<file path="config.mk">
export PLATFORM = sky130hd
export DESIGN_NAME = uar_sync_filter_flat
export DESIGN_NICKNAME = d
export VERILOG_FILES = /design/src/rtl/uar_pkg.sv /design/src/rtl/uar_sync_filter_if.sv /design/src/rtl/uar_sync_chan.sv /design/src/rtl/uar_sync_filter.sv /design/src/flat_wrapper.sv
export SDC_FILE = /design/constraint.sdc
export NUM_CORES = 1
export LEC_CHECK = 0
export ABC_AREA = 1
export BUFFER_PORTS_ARGS = -buffer_cell sky130_fd_sc_hd__buf_2
export CAP_MARGIN = 20
export CORE_AREA = 2 2 39 41
export CTS_CLUSTER_DIAMETER = 60
export DETAILED_ROUTE_END_ITERATION = 7
export DIE_AREA = 0 0 41 43
export SETUP_SLACK_MARGIN = 0.05
export SLEW_MARGIN = 20
export SYNTH_ARGS = -nofsm -noshare
export SYNTH_HDL_FRONTEND = slang
export SYNTH_SLANG_ARGS = --single-unit
</file>
<file path="constraint.sdc">
create_clock -name Clk -period 0.95 [get_ports Clk]
set_input_delay 0.095 -clock Clk [delete_from_list [all_inputs] [get_ports Clk]]
set_output_delay 0.095 -clock Clk [all_outputs]
set_load 0.02 [all_outputs]
</file>
<file path="src/rtl/uar_pkg.sv">
// Shared constants, per-channel output bundle and counter sizing for the UART
// input synchroniser/filter.
package uar_pkg;

  localparam logic UAR_IDLE_LVL        = 1'b1;
  localparam int   UAR_SYNC_MIN_STAGES = 2;

  typedef struct packed {
    logic sync;
    logic filt;
    logic rise;
    logic fall;
  } uar_chan_out_t;

  // A single-cycle filter still needs a 1-bit counter so the port is never zero-width.
  function automatic int uar_cnt_width(input int filt_len);
    return (filt_len > 2) ? $clog2(filt_len) : 1;
  endfunction

endpackage : uar_pkg

</file>
<file path="src/rtl/uar_sync_filter_if.sv">
// Pin-side bus of the multi-channel synchroniser: raw asynchronous inputs and
// the synchronised, filtered and edge-pulse outputs.
interface uar_sync_filter_if #(
  parameter int WIDTH = 1
);

  logic [WIDTH-1:0] AsyncIn;
  logic [WIDTH-1:0] SyncOut;
  logic [WIDTH-1:0] FiltOut;
  logic [WIDTH-1:0] RiseOut;
  logic [WIDTH-1:0] FallOut;

  modport master (output AsyncIn, input SyncOut, FiltOut, RiseOut, FallOut);
  modport slave  (input AsyncIn, output SyncOut, FiltOut, RiseOut, FallOut);

endinterface : uar_sync_filter_if

</file>
<file path="src/rtl/uar_sync_chan.sv">
// One channel: STAGES-deep synchroniser, stable-count glitch filter and, when
// UAR_SYNC_EDGE_EN is defined, rise/fall pulses on the filtered level.
module uar_sync_chan
  import uar_pkg::*;
#(
  parameter int   STAGES   = UAR_SYNC_MIN_STAGES,
  parameter int   FILT_LEN = 4,
  parameter logic RST_VAL  = UAR_IDLE_LVL
) (
  input  logic          clk_i,
  input  logic          rst_i,
  input  logic          async_i,
  output uar_chan_out_t out_o
);

  localparam int               CNT_W   = uar_cnt_width(FILT_LEN);
  localparam logic [CNT_W-1:0] CNT_MAX = CNT_W'(FILT_LEN - 1);

  logic [STAGES-1:0] sync_q;
  logic              sync_out;
  logic              filt_q, filt_d;
  logic [CNT_W-1:0]  cnt_q, cnt_d;
  logic              rise, fall;

  assign sync_out = sync_q[STAGES-1];

  // NOTE: a new level is only accepted once it has been seen on CNT_MAX+1
  // consecutive cycles; every write below has a default first so no latch forms.
  always_comb begin
    filt_d = filt_q;
    cnt_d  = '0;
    if (sync_out != filt_q) begin
      if (cnt_q == CNT_MAX) begin
        filt_d = sync_out;
      end else begin
        cnt_d = cnt_q + CNT_W'(1);
      end
    end
  end

  // NOTE: the synchroniser flops take RST_VAL too, so the line looks idle
  // straight out of reset instead of replaying stale pin history.
  always_ff @(posedge clk_i) begin
    if (rst_i) begin
      sync_q <= {STAGES{RST_VAL}};
      filt_q <= RST_VAL;
      cnt_q  <= '0;
    end else begin
      sync_q <= {sync_q[STAGES-2:0], async_i};
      filt_q <= filt_d;
      cnt_q  <= cnt_d;
    end
  end

`ifdef UAR_SYNC_EDGE_EN
  logic prev_q;

  // Reset loads prev_q with the same level as filt_q, so reset never pulses.
  always_ff @(posedge clk_i) begin
    if (rst_i) prev_q <= RST_VAL;
    else       prev_q <= filt_q;
  end

  assign rise = filt_q & ~prev_q;
  assign fall = ~filt_q & prev_q;
`else
  assign rise = 1'b0;
  assign fall = 1'b0;
`endif

  assign out_o = '{sync: sync_out, filt: filt_q, rise: rise, fall: fall};

endmodule : uar_sync_chan

</file>
<file path="src/rtl/uar_sync_filter.sv">
// Multi-channel pin synchroniser and debounce filter; a thin fan-out over
// uar_sync_chan. Edge pulses are built only with UAR_SYNC_EDGE_EN defined.
module uar_sync_filter
  import uar_pkg::*;
#(
  parameter int               WIDTH    = 1,
  parameter int               STAGES   = UAR_SYNC_MIN_STAGES,
  parameter int               FILT_LEN = 4,
  parameter logic [WIDTH-1:0] RST_VAL  = {WIDTH{UAR_IDLE_LVL}}
) (
  input logic              Clk,
  input logic              Rst,
  uar_sync_filter_if.slave bus
);

  if (STAGES < UAR_SYNC_MIN_STAGES || FILT_LEN < 1) begin : g_bad_param
    $fatal(1, "uar_sync_filter: STAGES must be >= 2 and FILT_LEN >= 1");
  end

  uar_chan_out_t chan_out [WIDTH];

  for (genvar i = 0; i < WIDTH; i++) begin : g_chan
    uar_sync_chan #(
      .STAGES   (STAGES),
      .FILT_LEN (FILT_LEN),
      .RST_VAL  (RST_VAL[i])
    ) u_chan (
      .clk_i   (Clk),
      .rst_i   (Rst),
      .async_i (bus.AsyncIn[i]),
      .out_o   (chan_out[i])
    );

    assign bus.SyncOut[i] = chan_out[i].sync;
    assign bus.FiltOut[i] = chan_out[i].filt;
    assign bus.RiseOut[i] = chan_out[i].rise;
    assign bus.FallOut[i] = chan_out[i].fall;
  end

endmodule : uar_sync_filter
</file>
<file path="src/flat_wrapper.sv">
// flat-port wrapper written by rule: the top's interface ports become plain ports
module uar_sync_filter_flat import uar_pkg::*;
#(
  parameter int               WIDTH    = 1,
  parameter int               STAGES   = UAR_SYNC_MIN_STAGES,
  parameter int               FILT_LEN = 4,
  parameter logic [WIDTH-1:0] RST_VAL  = {WIDTH{UAR_IDLE_LVL}}
)
  (Clk, Rst, bus_AsyncIn, bus_SyncOut, bus_FiltOut, bus_RiseOut, bus_FallOut);
  uar_sync_filter_if #(.WIDTH(WIDTH)) bus_i ();
  input logic Clk;
  input logic Rst;
  input wire logic [$bits(bus_i.AsyncIn)-1:0] bus_AsyncIn;
  output wire logic [$bits(bus_i.SyncOut)-1:0] bus_SyncOut;
  output wire logic [$bits(bus_i.FiltOut)-1:0] bus_FiltOut;
  output wire logic [$bits(bus_i.RiseOut)-1:0] bus_RiseOut;
  output wire logic [$bits(bus_i.FallOut)-1:0] bus_FallOut;
  assign bus_i.AsyncIn = bus_AsyncIn;
  assign bus_SyncOut = bus_i.SyncOut;
  assign bus_FiltOut = bus_i.FiltOut;
  assign bus_RiseOut = bus_i.RiseOut;
  assign bus_FallOut = bus_i.FallOut;
  uar_sync_filter #(.WIDTH(WIDTH), .STAGES(STAGES), .FILT_LEN(FILT_LEN), .RST_VAL(RST_VAL)) u_core (.Clk(Clk), .Rst(Rst), .bus(bus_i));
endmodule
</file>
* After elaboration in Yosys (flattened, before gate mapping) *
Index checks and enable logic that the tools add are counted.
Widths: inputs -> output; s select.

cells by class
  bitwise gates (word level) = 1
  reduce and logical (&&, ||, !) cells = 2
  eq/ne operators = 2
  add/subtract/negate cells = 1

operators with widths
  cell                 number
  $reduce_or 3->1      1
  $add 2x1->2 const B  1
  $eq 2x2->1 const B   1
  $reduce_and 2->1     1
  $ne 1x1->1           1
  $not 1->1            1

storage, ports and cells
  bits in registers = 5
  output and inout port bits = 4
  input bits = 3

* Logic depth before layout (Yosys ltp) *
Gate-level depths: netlist of run 1.

  depth after elaboration = 3
  gate-level depth with buffers = 4
  mapped depth without buffers = 4

* Least setup slack after synthesis of run 1 *
No wires, ideal clock.

  path type = reg-to-reg
  start point = register u_core.g_chan[0].u_chan.cnt_q[0]
  end point = register u_core.g_chan[0].u_chan.filt_q
  buffers on the path = 0
  data arrival time = 0.702 ns
  slack = 0.125 ns
  stages on the path, launching flop included = 4
  clock period less this slack = 0.825 ns
  data required time = 0.827 ns
  cells stage by stage = dfxtp_1 > ha_1 > a21oi_1 > o21ai_0

on the way
  cells in the longest elaborated chain, start to end = 2

RTL lines
  what                        line                 source
  start: declaration          uar_sync_chan.sv:22  logic [CNT_W-1:0] cnt_q, cnt_d;
  start signal: assignment    uar_sync_chan.sv:51  cnt_q <= cnt_d;
  $eq 2x2->1                  uar_sync_chan.sv:33  if (cnt_q == CNT_MAX) begin
  $reduce_and 2->1 (no line)  -
  end signal: assignment      uar_sync_chan.sv:50  filt_q <= filt_d;
  end: declaration            uar_sync_chan.sv:21  logic filt_q, filt_d;

Every way passes these cells.
A chain may end at the register's enable or synchronous reset.

* Worst setup path after layout of run 1 *
Ends and elaborated chain as after synthesis.

==> results of run 1 <==
area by class of cell:
cell class,count,share of cell area
clock buffers,4,0.101
inverters,3,0.0435
repair buffers,4,0.0966
well taps,16,0.0773
flip-flops and latches,5,0.386
multi-input cells,13,0.295
power breakdown:
part           internal (mW)  switching, mW
clock                  0.158         0.0810
sequential             0.216        0.00267
combinational         0.0103         0.0166
total                  0.385          0.100
flip-flops by register name (all words and copies together), names as in the netlist:
name / cells
u_core.g_chan.u_chan.filt_q: 1
u_core.g_chan.u_chan.cnt_q: 2
u_core.g_chan.u_chan.sync_q: 2
cells by family (layout without fill, tap and decap cells):
group / count (synthesis) / count (layout) / synth area share
AOI/OAI and AO/OA: 2 / 2 / 0.0509
adders and majority gates: 1 / 1 / 0.0637
buffers and inverters: 5 / 11 / 0.134
DFF: 5 / 5 / 0.510
other: 1 / 2 / 0.0191
and+or+nand+nor: 8 / 8 / 0.223
placed cells by master (no fill, tap or decap), types with 2 or more instances in the layout:
| master | count |
|---|---|
| buf_4 | 2 |
| inv_1 | 3 |
| nand2_1 | 2 |
| buf_2 | 2 |
| conb_1 | 2 |
| or2_1 | 2 |
| dfxtp_1 | 5 |
| nor2_1 | 2 |
| clkbuf_4 | 3 |
repair_timing:
action,in CTS,in global routing
pin swaps,0,1
gates resized for setup,1,2
gates cloned,0,0
buffers inserted,0,0
hold buffers,0,0
setup endpoints to repair,2,4
synthesized netlist by cell type (all sizes together):
cell type	instances	share of area
dfxtp	5	0.51
inv	3	0.057
nor2	3	0.070
buf	2	0.076
nand2	2	0.038
or2	2	0.064
a21oi	1	0.025
conb	1	0.019
ha	1	0.064
nand3	1	0.051
o21ai	1	0.025
stage by stage:
step                instance area (sq um)  hold slack, ps  instances  utilization
finish                                259            35.2         45        0.187
global route                          259            19.4         45        0.187
CTS                                   254            26.2         45        0.184
detailed placement                    225             277         41        0.163
global placement                      225             273         41        0.163
floorplan                             200             192         23            -
worst paths after layout:
kind | from | endpoint | slack [ps]
setup / recovery | u_core.g_chan[0].u_chan.cnt_q[0]$_SDFF_PP0_ | u_core.g_chan[0].u_chan.filt_q$_SDFFE_PP1P_ | 110
setup reg to reg | u_core.g_chan[0].u_chan.cnt_q[0]$_SDFF_PP0_ | u_core.g_chan[0].u_chan.filt_q$_SDFFE_PP1P_ | 110
hold / removal | bus_AsyncIn | u_core.g_chan[0].u_chan.sync_q[0]$_SDFF_PP1_ | 40
hold reg to reg | u_core.g_chan[0].u_chan.sync_q[0]$_SDFF_PP1_ | u_core.g_chan[0].u_chan.sync_q[1]$_SDFF_PP1_ | 400
worst max-delay path, delay by kind of cell, from the launching register on:
kind / cells / cell delay [ps]
AO/OA/AOI/OAI: 2 / 210
adder cells (fa/ha/maj): 1 / 200
flip-flops: 1 / 310
routing by layer:
metal | routed length [um] | global-route usage | vias up
li1 | - | - | 75
met1 | 99 | 0.0452 | 60
met2 | 130 | 0.0406 | 9
met3 | 46 | 0.0628 | 0
met4 | 0 | 0.0400 | 0
met5 | 0 | 0 | -
==> flow_summary.ini, run 1 <==
[clocking]
cts_buffers = 3
tritoncts = done
clk_latency_ps = 240
cts-root-buf = clkbuf_4
clkTransAtPathRegs_ps = 40
cts_buffer_depth = 2
htree_num_levels = 1
cts_sinks = 5

[placement]
dp_worst_setup_slack_ps = 47.2
gp_congestion = 0.666
dp_hpwl_um = 226
portBuffers = 4

[global_route]
grt_util_all_layers = 0.0452
grt_pass1_vias = 116
antenna_found_initial = 0
grt_max_degree = 5
grt_first_pass_wirelength_um = 441
grt-ovfl-total = 0

[worst_setup_path]
critPathArrivalTime_ps = 970
path_max_fanout = 3
cpMaxStageDelayCell = dfxtp_1
slowest_delay_ps = 310
end_kind = flop
cp-start-kind = flop
crit_type = flop to flop
worstPathCellList = ha_2 -> a21oi_1 -> o21ai_0
required_ps = 1070
rr_worst_depth = 3

[final_layout]
fillers = 152
final-seq-area_sq_um = 100
final_net_count = 34
multi_input_area_sq_um = 76.3
syn_to_final_growth_pct = 31.8
diodes = 0
layout-drive-gt1-share = 0.345

[route]
wl_per_cell_um = 6.13
drt_iter0_markers = 2
wl_um = 276
drc_errors = 0
num_vias = 144
via_per_inst = 3.20
antenna_left = 0
dr.pass1.iters = 2

[timing]
period_minus_slack_ps = 844
hold_viol_final = 0
maxSlewViolCount = 0
min_period_over_period = 0.889
clock_skew_ps = 2.53
finalSetupViolCount = 0
rsz0062_at_grt = yes
fin_setup_tns_ps = 0
worst_slack_ps = 106
fmax_mhz = 1180

[floorplan]
io_pins = 7
core_sq_um = 1380
die_area_sq_um = 1760
num_rows = 14
initial_utilization = 0.142
die-height_um = 43
die_w_um = 41

[power_and_ir_drop]
power.density_nw_per_um2 = 1870
ir_drop_mv = 1.00
p_leak_nw = 0.127
design_power_total_mw = 0.485

[yosys]
synthCells = 22
syn_area_sq_um = 196
synth-seq-cells = 5
ys_warn_count = 0
syn_avg_cell_area_sq_um = 8.93
synth.distinct_cells = 12
seq_area_frac_synth = 0.510

[min_path]
worst_hold_path_type = input port to flop
worstHoldPathCells = 2

[run]
cap_viol_max_count = 0

[run_status]
status = finished clean
Note: power is estimated with default switching activity, not from simulation.
==> run 2, diff against run 1 <==
Settings changed: SETUP_SLACK_MARGIN 0.05 to 0.5.
==> flow_summary.ini, run 2 (same netlist as run 1, synthesis figures left out) <==
[run_status]
status = finished clean

[worst_setup_path]
regToRegSetupSlack_ps = 150
reg2reg_from = u_core.g_chan[0].u_chan.cnt_q[0]$_SDFF_PP0_
r2r-end = u_core.g_chan[0].u_chan.cnt_q[1]$_SDFF_PP0_
critPathArrivalTime_ps = 710
cp_num_buf_inv = 1
slowest_delay_ps = 340
path_max_fanout = 3
end_kind = primary output
worstPathCellList = buf_6
cp-start-kind = flop
cpMaxStageDelayCell = dfxtp_4
crit_type = flop to primary output
rr_worst_depth = 4
cpLargestDelayFamily = flip-flops
required_ps = 850

[min_path]
hold_end = u_core.g_chan[0].u_chan.sync_q[0]$_SDFF_PP1_
worstHoldPathCells = 2
min_from = bus_AsyncIn
worst_hold_path_type = input port to flop

[route]
wl_met2_um = 140
num_vias = 148
wl_met3_um = 50
drc_errors = 0
wl_per_cell_um = 6.59
via_per_inst = 3.22
met1_length_um = 112
dr.pass1.iters = 1
drt_iter0_markers = 0
top_layer_used = met3
antenna_left = 0
wl_um = 303

[floorplan]
io_pins = 7
die_area_sq_um = 1760
core_sq_um = 1380
die-height_um = 43
initial_utilization = 0.142
num_rows = 14
die_w_um = 41

[timing]
clock_skew_ps = 3.67
finalSetupViolCount = 0
maxSlewViolCount = 0
period_minus_slack_ps = 804
fin_setup_tns_ps = 0
min_period_over_period = 0.847
fmax_mhz = 1240
hold_viol_final = 0
rsz0062_at_grt = yes

[global_route]
grt_util_all_layers = 0.0442
grt-ovfl-total = 0
grt_first_pass_wirelength_um = 427
grt_max_degree = 5
grt_pass1_vias = 113
antenna_found_initial = 0

[clocking]
clk_latency_ps = 240
cts-root-buf = clkbuf_4
cts_buffer_depth = 2
tritoncts = done
cts_sinks = 5
hold_buffers = 0
htree_num_levels = 1
clkTransAtPathRegs_ps = 50
cts_buffers = 3

[power_and_ir_drop]
power.density_nw_per_um2 = 1620
p_seq_frac = 0.433
swShare = 0.222
p_leak_nw = 0.137
combPwrFrac = 0.070
ir_drop_mv = 0.876
p_clk_frac = 0.497
cellInternalPower_mw = 0.386
power_switching_mw = 0.110

[placement]
place_inst = 41
gp_congestion = 0.663
portBuffers = 4
dp_hpwl_um = 223

[final_layout]
fillers = 153
finalNonFillerCells = 46
layout-drive-gt1-share = 0.567
layout_common_cells = 3 x inv_1, 3 x clkbuf_4
final_net_count = 35
multi_input_area_sq_um = 97.6
top_regs = u_core.g_chan.u_chan.cnt_q: 2 flops, u_core.g_chan.u_chan.sync_q: 2 flops, u_core.g_chan.u_chan.filt_q: 1 flops
syn_to_final_growth_pct = 55.4
final-seq-area_sq_um = 110
diodes = 0

[run]
cap_viol_max_count = 0
run 2: cell types whose count changed in the layout (fill, tap and decap cells not counted), moves of 2 or more:
cell | previous run | this run
dfxtp_2 | 0 | 2
dfxtp_1 | 5 | 1
buf_6 | 0 | 2
dfxtp_4 | 0 | 2
run 2: per-layer routing:
layer / up-vias / track usage
met4: 0 / 0.0400
met5: - / 0
li1: 77 / -
met1: 63 / 0.0418
met3: 0 / 0.0628
met2: 8 / 0.0406
run 2: how the worst max path moves through the flow:
| stage | from | end | slack (ps) | cells past startpoint |
|---|---|---|---|---|
| final | u_core.g_chan[0].u_chan.filt_q$_SDFFE_PP1P_ | bus_FiltOut | 150 | 1 |
| after global routing | u_core.g_chan[0].u_chan.cnt_q[0]$_SDFF_PP0_ | u_core.g_chan[0].u_chan.cnt_q[1]$_SDFF_PP0_ | 110 | 4 |
| after CTS | u_core.g_chan[0].u_chan.filt_q$_SDFFE_PP1P_ | bus_FiltOut | 130 | 1 |
| after detailed placement | u_core.g_chan[0].u_chan.cnt_q[0]$_SDFF_PP0_ | u_core.g_chan[0].u_chan.cnt_q[1]$_SDFF_PP0_ | 150 | 4 |
| after global placement | u_core.g_chan[0].u_chan.cnt_q[0]$_SDFF_PP0_ | u_core.g_chan[0].u_chan.cnt_q[0]$_SDFF_PP0_ | 170 | 4 |
| after floorplan | u_core.g_chan[0].u_chan.cnt_q[0]$_SDFF_PP0_ | u_core.g_chan[0].u_chan.cnt_q[0]$_SDFF_PP0_ | 200 | 4 |
run 2: power groups by stage:
| stage | sequential, mW | clock [mW] | combinational (mW) |
|---|---|---|---|
| final | 0.215 | 0.246 | 0.0349 |
| after floorplan | 0.221 | 0 | 0.0230 |
| after global routing | 0.215 | 0.288 | 0.0381 |
| after CTS | 0.215 | 0.268 | 0.0323 |
| after global placement | 0.219 | 0 | 0.0268 |
| after detailed placement | 0.219 | 0 | 0.0271 |
run 2: area by class of cell:
cell class | count | area share
Multi-Input combinational cell | 13 | 0.320
Timing Repair Buffer | 5 | 0.131
Inverter | 3 | 0.0369
Tap cell | 16 | 0.0656
Sequential cell | 5 | 0.361
Clock buffer | 4 | 0.0861
run 2: metrics by stage:
step	util	area (sq um)	power [mW]	hold slack, ps	setup WS, ps
6_report	0.221	305	0.496	30.6	146
5_1_grt	0.221	305	0.541	15.8	107
4_1_cts	0.215	298	0.515	19.7	134
3_5_place_dp	0.182	251	0.246	276	151
3_3_place_gp	0.182	251	0.245	271	167
2_1_floorplan	-	226	0.244	192	203
run 2: what timing repair did:
item,in CTS,in global routing
setup buffers,1,0
endpoints found under the setup margin,6,6
pin swaps,0,1
gates resized for setup,4,2
